<file path="src/rtl/counter_pkg.sv">
// Shared types for the timer/counter peripheral.
//   mode_e  : what happens when the count passes its terminal value
//   state_e : run state of the counter FSM
package counter_pkg;

  typedef enum logic [1:0] {
    MODE_FREE    = 2'd0,
    MODE_WRAP    = 2'd1,
    MODE_SAT     = 2'd2,
    MODE_ONESHOT = 2'd3
  } mode_e;

  typedef enum logic [1:0] {
    ST_STOPPED = 2'd0,
    ST_RUNNING = 2'd1,
    ST_EXPIRED = 2'd2
  } state_e;

endpackage

</file>
<file path="src/rtl/timer_counter_adder.sv">
// Width-bit add/subtract unit with carry/borrow out.
// Ports:
//   i_a, i_b      operands (a +/- b)
//   i_up0_down1   0 = a + b + cin, 1 = a - b - cin
//   i_carry_in    carry (up) or borrow (down) in
//   o_sum         Width-bit result
//   o_carry_out   carry out (up) or borrow out (down)
module timer_counter_adder #(
  parameter int Width = 16
) (
  input  logic [Width-1:0] i_a,
  input  logic [Width-1:0] i_b,
  input  logic             i_up0_down1,
  input  logic             i_carry_in,
  output logic [Width-1:0] o_sum,
  output logic             o_carry_out
);

  logic [Width:0] w_res;

  // One extra bit: for subtraction the top bit of the two's complement
  // difference is set exactly when the result borrowed.
  always_comb begin
    if (!i_up0_down1) begin
      w_res = {1'b0, i_a} + {1'b0, i_b} + {{Width{1'b0}}, i_carry_in};
    end else begin
      w_res = {1'b0, i_a} - {1'b0, i_b} - {{Width{1'b0}}, i_carry_in};
    end
  end

  assign o_sum       = w_res[Width-1:0];
  assign o_carry_out = w_res[Width];

endmodule

</file>
<file path="src/rtl/timer_counter.sv">
// Programmable up/down counter/timer with prescaler, step, terminal limit,
// compare match and four terminal modes (free-run, wrap, saturate, one-shot).
// Ports:
//   clk, rst            clock; asynchronous active-high reset
//   start, stop         run control pulses (stop has priority)
//   up0_down1, mode     direction and terminal behaviour
//   step, prescale      increment per tick; tick period = prescale+1 clocks
//   limit, compare      terminal/reload value; match value
//   load, load_count    synchronous load (highest priority)
//   clear_flags         clears sticky overflow
//   count, running      registered count; state == RUNNING
//   wrap, done, match   one-cycle pulses aligned with the new count
//   overflow            sticky terminal flag (FREE/SAT)
module timer_counter
  import counter_pkg::*;
#(
  parameter int               Width         = 16,
  parameter int               PrescaleWidth = 8,
  parameter logic [Width-1:0] Initial       = '0
) (
  input  logic                     clk,
  input  logic                     rst,
  input  logic                     start,
  input  logic                     stop,
  input  logic                     up0_down1,
  input  mode_e                    mode,
  input  logic [Width-1:0]         step,
  input  logic [PrescaleWidth-1:0] prescale,
  input  logic [Width-1:0]         limit,
  input  logic [Width-1:0]         compare,
  input  logic                     load,
  input  logic [Width-1:0]         load_count,
  input  logic                     clear_flags,
  output logic [Width-1:0]         count,
  output logic                     running,
  output logic                     wrap,
  output logic                     done,
  output logic                     match,
  output logic                     overflow
);

  state_e                   r_state, w_state_nxt;
  logic [Width-1:0]         r_count, w_count_nxt;
  logic [PrescaleWidth-1:0] r_pre, w_pre_nxt;
  logic                     r_wrap, w_wrap_nxt;
  logic                     r_done, w_done_nxt;
  logic                     r_match, w_match_nxt;
  logic                     r_ovf, w_ovf_nxt;

  logic [Width-1:0]         w_sum;
  logic                     w_carry;
  logic                     w_tick;
  logic                     w_event;
  logic [Width-1:0]         w_tick_count;

  timer_counter_adder #(
    .Width (Width)
  ) u_adder (
    .i_a         (r_count),
    .i_b         (step),
    .i_up0_down1 (up0_down1),
    .i_carry_in  (1'b0),
    .o_sum       (w_sum),
    .o_carry_out (w_carry)
  );

  // >= rather than == so that lowering prescale mid-run cannot strand the
  // prescaler above the new period.
  assign w_tick = (r_state == ST_RUNNING) && (r_pre >= prescale);

  // Terminal event. Up: past limit (FREE: carry out of Width bits).
  // Down: borrow. A zero step never moves the count, so never an event.
  always_comb begin
    w_event = 1'b0;
    if (step != '0) begin
      if (up0_down1) begin
        w_event = w_carry;
      end else if (mode == MODE_FREE) begin
        w_event = w_carry;
      end else begin
        w_event = ({w_carry, w_sum} > {1'b0, limit});
      end
    end
  end

  // Count value a tick would produce.
  always_comb begin
    w_tick_count = w_sum;
    if (w_event) begin
      unique case (mode)
        MODE_FREE:    w_tick_count = w_sum;
        MODE_WRAP:    w_tick_count = up0_down1 ? limit : '0;
        MODE_SAT:     w_tick_count = up0_down1 ? '0 : limit;
        MODE_ONESHOT: w_tick_count = up0_down1 ? '0 : limit;
        default:      w_tick_count = w_sum;
      endcase
    end
  end

  // Next-state / next-output logic. Priority: load > stop > start > tick.
  always_comb begin
    w_state_nxt = r_state;
    w_count_nxt = r_count;
    w_pre_nxt   = r_pre;
    w_wrap_nxt  = 1'b0;
    w_done_nxt  = 1'b0;
    w_match_nxt = 1'b0;
    w_ovf_nxt   = r_ovf & ~clear_flags;

    if (load) begin
      w_count_nxt = load_count;
      w_pre_nxt   = '0;
      w_ovf_nxt   = 1'b0;
    end else if (stop) begin
      w_state_nxt = ST_STOPPED;
      w_pre_nxt   = '0;
    end else if (start) begin
      w_state_nxt = ST_RUNNING;
      w_pre_nxt   = '0;
    end else if (r_state == ST_RUNNING) begin
      if (w_tick) begin
        w_pre_nxt   = '0;
        w_count_nxt = w_tick_count;
        w_match_nxt = (w_tick_count == compare);
        if (w_event) begin
          unique case (mode)
            MODE_FREE: begin
              w_wrap_nxt = 1'b1;
              w_ovf_nxt  = 1'b1;
            end
            MODE_WRAP: w_wrap_nxt = 1'b1;
            MODE_SAT:  w_ovf_nxt  = 1'b1;
            MODE_ONESHOT: begin
              w_done_nxt  = 1'b1;
              w_state_nxt = ST_EXPIRED;
            end
            default: w_wrap_nxt = 1'b0;
          endcase
        end
      end else begin
        w_pre_nxt = r_pre + 1'b1;
      end
    end
  end

  always_ff @(posedge clk or posedge rst) begin
    if (rst) begin
      r_state <= ST_STOPPED;
      r_count <= Initial;
      r_pre   <= '0;
      r_wrap  <= 1'b0;
      r_done  <= 1'b0;
      r_match <= 1'b0;
      r_ovf   <= 1'b0;
    end else begin
      r_state <= w_state_nxt;
      r_count <= w_count_nxt;
      r_pre   <= w_pre_nxt;
      r_wrap  <= w_wrap_nxt;
      r_done  <= w_done_nxt;
      r_match <= w_match_nxt;
      r_ovf   <= w_ovf_nxt;
    end
  end

  assign count    = r_count;
  assign running  = (r_state == ST_RUNNING);
  assign wrap     = r_wrap;
  assign done     = r_done;
  assign match    = r_match;
  assign overflow = r_ovf;

endmodule

</file>
<file path="config.mk">
export PLATFORM = sky130hd
export DESIGN_NAME = timer_counter
export DESIGN_NICKNAME = d
export VERILOG_FILES = /design/src/rtl/counter_pkg.sv /design/src/rtl/timer_counter_adder.sv /design/src/rtl/timer_counter.sv
export SDC_FILE = /design/constraint.sdc
export NUM_CORES = 1
export LEC_CHECK = 0
export BUFFER_PORTS_ARGS = -buffer_cell sky130_fd_sc_hd__buf_2
export CORE_MARGIN = 5
export CORE_UTILIZATION = 40
export CTS_BUF_LIST = sky130_fd_sc_hd__clkbuf_2
export DETAILED_ROUTE_END_ITERATION = 8
export GPL_TIMING_DRIVEN = 0
export HOLD_SLACK_MARGIN = 0.03
export PLACE_DENSITY = 0.71
export SLEW_MARGIN = 20
export SYNTH_ARGS = -nofsm -noshare
export SYNTH_HDL_FRONTEND = slang
export SYNTH_SLANG_ARGS = --single-unit
</file>
<file path="constraint.sdc">
create_clock -name clk -period 4.2 [get_ports clk]
set_input_delay 0 -clock clk [delete_from_list [all_inputs] [get_ports clk]]
set_output_delay 0 -clock clk [all_outputs]
set_load 0.1 [all_outputs]
</file>
==> out/qor.csv <==
stage,metric,value,unit
power_and_ir_drop,p_leak,2.62,nW
min_path,min_from,limit[10],
route,wl_per_cell,18.9,um
cts,cts_tree,built,
timing,hold_violations,0,
cts,clock_sink_count,30,
timing,rsz0062_at_grt,true,
route,vias,4753,
finish,synthToLayoutAreaGrowth,46.1,%
critical_path,rr_endpoint,match,
power_and_ir_drop,switching_share,0.512,
logic_synthesis,yosys-top-cells-area,"dfrtp_1 (19%), ha_1 (13%), xnor2_1 (5.5%), nor2_1 (5.4%), o21ai_0 (4.7%)",
logic_synthesis,syn_nets,646,
die,die-area,12000,um2
finish,antenna_cells,0,
logic_synthesis,synth_warnings,0,
place,dp_hpwl,11600,um
global_routing,grt_pass1_wl,23900,um
logic_synthesis,ys_ff_latch,30,
die,fp.dieW,110,um
timing,period_share,1.08,
critical_path,r2r.worst_path.cells,19,
min_path,whs_endpoint,count[10],
cts,htreeDepth,2,
route,detail-route-antenna-nets,0,
die,io_pins,102,
route,drt-total-wl,15600,um
global_routing,grt_max_degree,31,
power_and_ir_drop,vdd_drop_max,0.182,mV
power_and_ir_drop,power_frac_clock,0.092,
global_routing,grt_usage,0.256,
logic_synthesis,yosysSeqAreaShare,0.189,
power_and_ir_drop,power.density,320,nW/um2
critical_path,worstPathArrival,4.89,ns
route,first_iter_violations,332,
die,rows,36,
finish,nets,812,
route,routed_via_density,5.78,
critical_path,r2r-start,count[0],
global_routing,grt-ovfl-total,0,
logic_synthesis,ys.flop_type,dfrtp_1,
critical_path,cp_common_cell,buf_4,
die,core,9730,um2
critical_path,cp_data_required_time,4.54,ns
power_and_ir_drop,p_comb_frac,0.733,
job,drv_cap,0,
logic_synthesis,yosys-top-cells-count,"nor2_1 (57), inv_1 (43), ha_1 (42)",
power_and_ir_drop,pwr-share-seq,0.174,
global_routing,grt_pass1_vias,4798,
finish,final_layout_size_suffix_gt1_frac,0.370,
critical_path,rrSetupSlack,-0.28,ns
run_status,outcome,"finished, violations left",
logic_synthesis,synth_edf_count,0,
logic_synthesis,syn_area,3980,um2
place,io_buffers,101,
power_and_ir_drop,internal_power,0.909,mW
min_path,hold_path.class,primary input to flip-flop,
timing,finalSetupTns,-3.60,ns
critical_path,path_class,primary input to flip-flop,
route,drc,0,
critical_path,crit_slowest_cell,or4_4,
cts,cts_root_buf,clkbuf_2,
critical_path,critPathMaxStageDelay,0.56,ns
logic_synthesis,syn_inst,522,
logic_synthesis,avgSynthCellArea,7.63,um2
timing,drv_slew,0,
min_path,holdPathStages,5,
logic_synthesis,synth_largest_area_cell,dfrtp_1,
critical_path,path_cells,buf_4 > inv_1 > ha_2 > nand4b_1 > buf_4 > nor3_4 > nor2_1 > xnor2_1 > ha_1 > nand3_4 > buf_4 > a311oi_4 > nor2_2 > xnor2_2 > ha_1 > nand4_1 > nor4_1 > a211oi_1 > o211a_4 > or4_4 > a31oi_1 > a211o_2 > nand4_1 > nor4_4,
timing,tightest_slew,0.718,ns
timing,fmax,220,MHz
die,die_y,110,um
cts,clkTransAtPathRegs,0.24,ns
cts,numCtsBuffers,5,
critical_path,critPathLaunchType,primary input,
logic_synthesis,async_flop_share,1.00,
timing,finalCriticalPeriod,4.55,ns
logic_synthesis,synth_top_area_share,0.189,
route,drtPass1Iterations,5,
power_and_ir_drop,power.net_switching,0.953,mW
cts,worst_skew_pair.late_latency,0.42,ns
critical_path,endpoint_kind,flip-flop,
place,globalplace.congestion,0.995,
timing,worst_slew_margin_rel,0.521,
die,initial_core_util,0.409,
timing,setup_violations,22,
power_and_ir_drop,power.total,1.86,mW
cts,max-clock-path-buffers,2,
logic_synthesis,synth.distinct_cells,70,
critical_path,crit_fanout,4,
logic_synthesis,yosysMostFrequentCell,nor2_1,
timing,fin_skew,0.0382,ns
global_routing,antenna_found_initial,0,
timing,setup_slack,-0.350,ns
run_status,violations,setup timing,
[layer usage]
metal	GRT usage	vias up	wire, um
li1	-	2266	-
met1	0.323	2243	6630
met2	0.437	207	7400
met3	0.0452	37	1050
met4	0.0899	0	473
met5	0	-	0
[worst max-delay path by stage]
stage                         start  endpoint  slack (ns)  cells past startpoint
after detailed placement  up0_down1     match       -1.48                     22
after floorplan             step[9]     match       -0.23                     19
after global placement    up0_down1     match       -1.50                     22
final                       step[0]     match       -0.35                     24
after CTS                  count[0]     match       -0.22                     17
after global routing        step[0]     match       -0.50                     23
[registers in the layout (all words and copies together), names as in the netlist]
register,count
count,16
r_pre,8
r_state,2
done,1
match,1
overflow,1
wrap,1
[layout by cell type (no fill, tap or decap), drive strengths merged, types with 11 or more instances in the layout]
| cell type | synthesis | routed |
|---|---|---|
| a21oi | 34 | 34 |
| inv | 43 | 43 |
| buf | 6 | 136 |
| nor2 | 57 | 57 |
| xnor2 | 25 | 25 |
| dlygate4sd3 | 0 | 28 |
| clkbuf | 13 | 19 |
| nand3 | 21 | 21 |
| dfrtp | 30 | 30 |
| a22oi | 11 | 11 |
| ha | 42 | 42 |
| o21ai | 37 | 37 |
| nor3 | 15 | 15 |
| nand2 | 37 | 37 |
[layout make-up]
class | count | area [um2]
clock inverter | 3 | 16.3
inverter | 43 | 161
tap | 133 | 166
buffer | 19 | 151
fill | 873 | 3910
clock buffer | 5 | 25.0
timing repair buffer | 159 | 1050
sequential | 30 | 769
multi-input combinational | 430 | 3480
[power groups by stage]
stage               sequential [mW]  combinational [mW]  clock, mW
finish                        0.324                1.37      0.172
global route                  0.326                1.46      0.185
CTS                           0.323                1.30      0.171
detailed placement            0.329                1.02          0
global placement              0.328                1.00          0
floorplan                     0.425               0.654          0
[kinds of logic (layout without fill, tap and decap cells)]
kind of cell             Yosys count  count (layout)  share of synthesized area
adder cells (fa/ha/maj)           43              43                      0.137
flip-flops                        30              30                      0.189
AND/OR/NAND/NOR                  188             188                      0.247
buffers and inverters             62             229                     0.0647
AO/OA/AOI/OAI                    162             162                      0.273
multiplexers                       2               2                    0.00566
XOR/XNOR                          35              35                     0.0839
[critical path: cells and delay by family]
| kind | cells | cell delay, ns |
|---|---|---|
| AO/OA/AOI/OAI | 5 | 0.93 |
| XOR/XNOR | 2 | 0.30 |
| adder cells (fa/ha/maj) | 3 | 0.91 |
| buffers and inverters | 4 | 0.61 |
| AND/OR/NAND/NOR | 10 | 2.13 |
[through the flow]
stage	instances	cell area (um2)	hold slack (ns)	util	setup WS (ns)
global route	822	5820	0.0472	0.598	-0.501
floorplan	522	4080	0.0663	-	-0.230
global placement	756	4750	0.233	0.488	-1.50
CTS	816	5690	0.0504	0.584	-0.224
detailed placement	756	4750	0.157	0.488	-1.48
finish	822	5820	0.0396	0.598	-0.350
[repair_timing]
item	4_1_cts	5_1_grt
gates cloned	2	0
pin swaps	40	9
hold buffers	28	0
hold endpoints to repair	52	0
setup endpoints to repair	22	22
setup buffers	22	6
gates resized for setup	93	20
No activity file was read; power rests on OpenSTA's default activity.
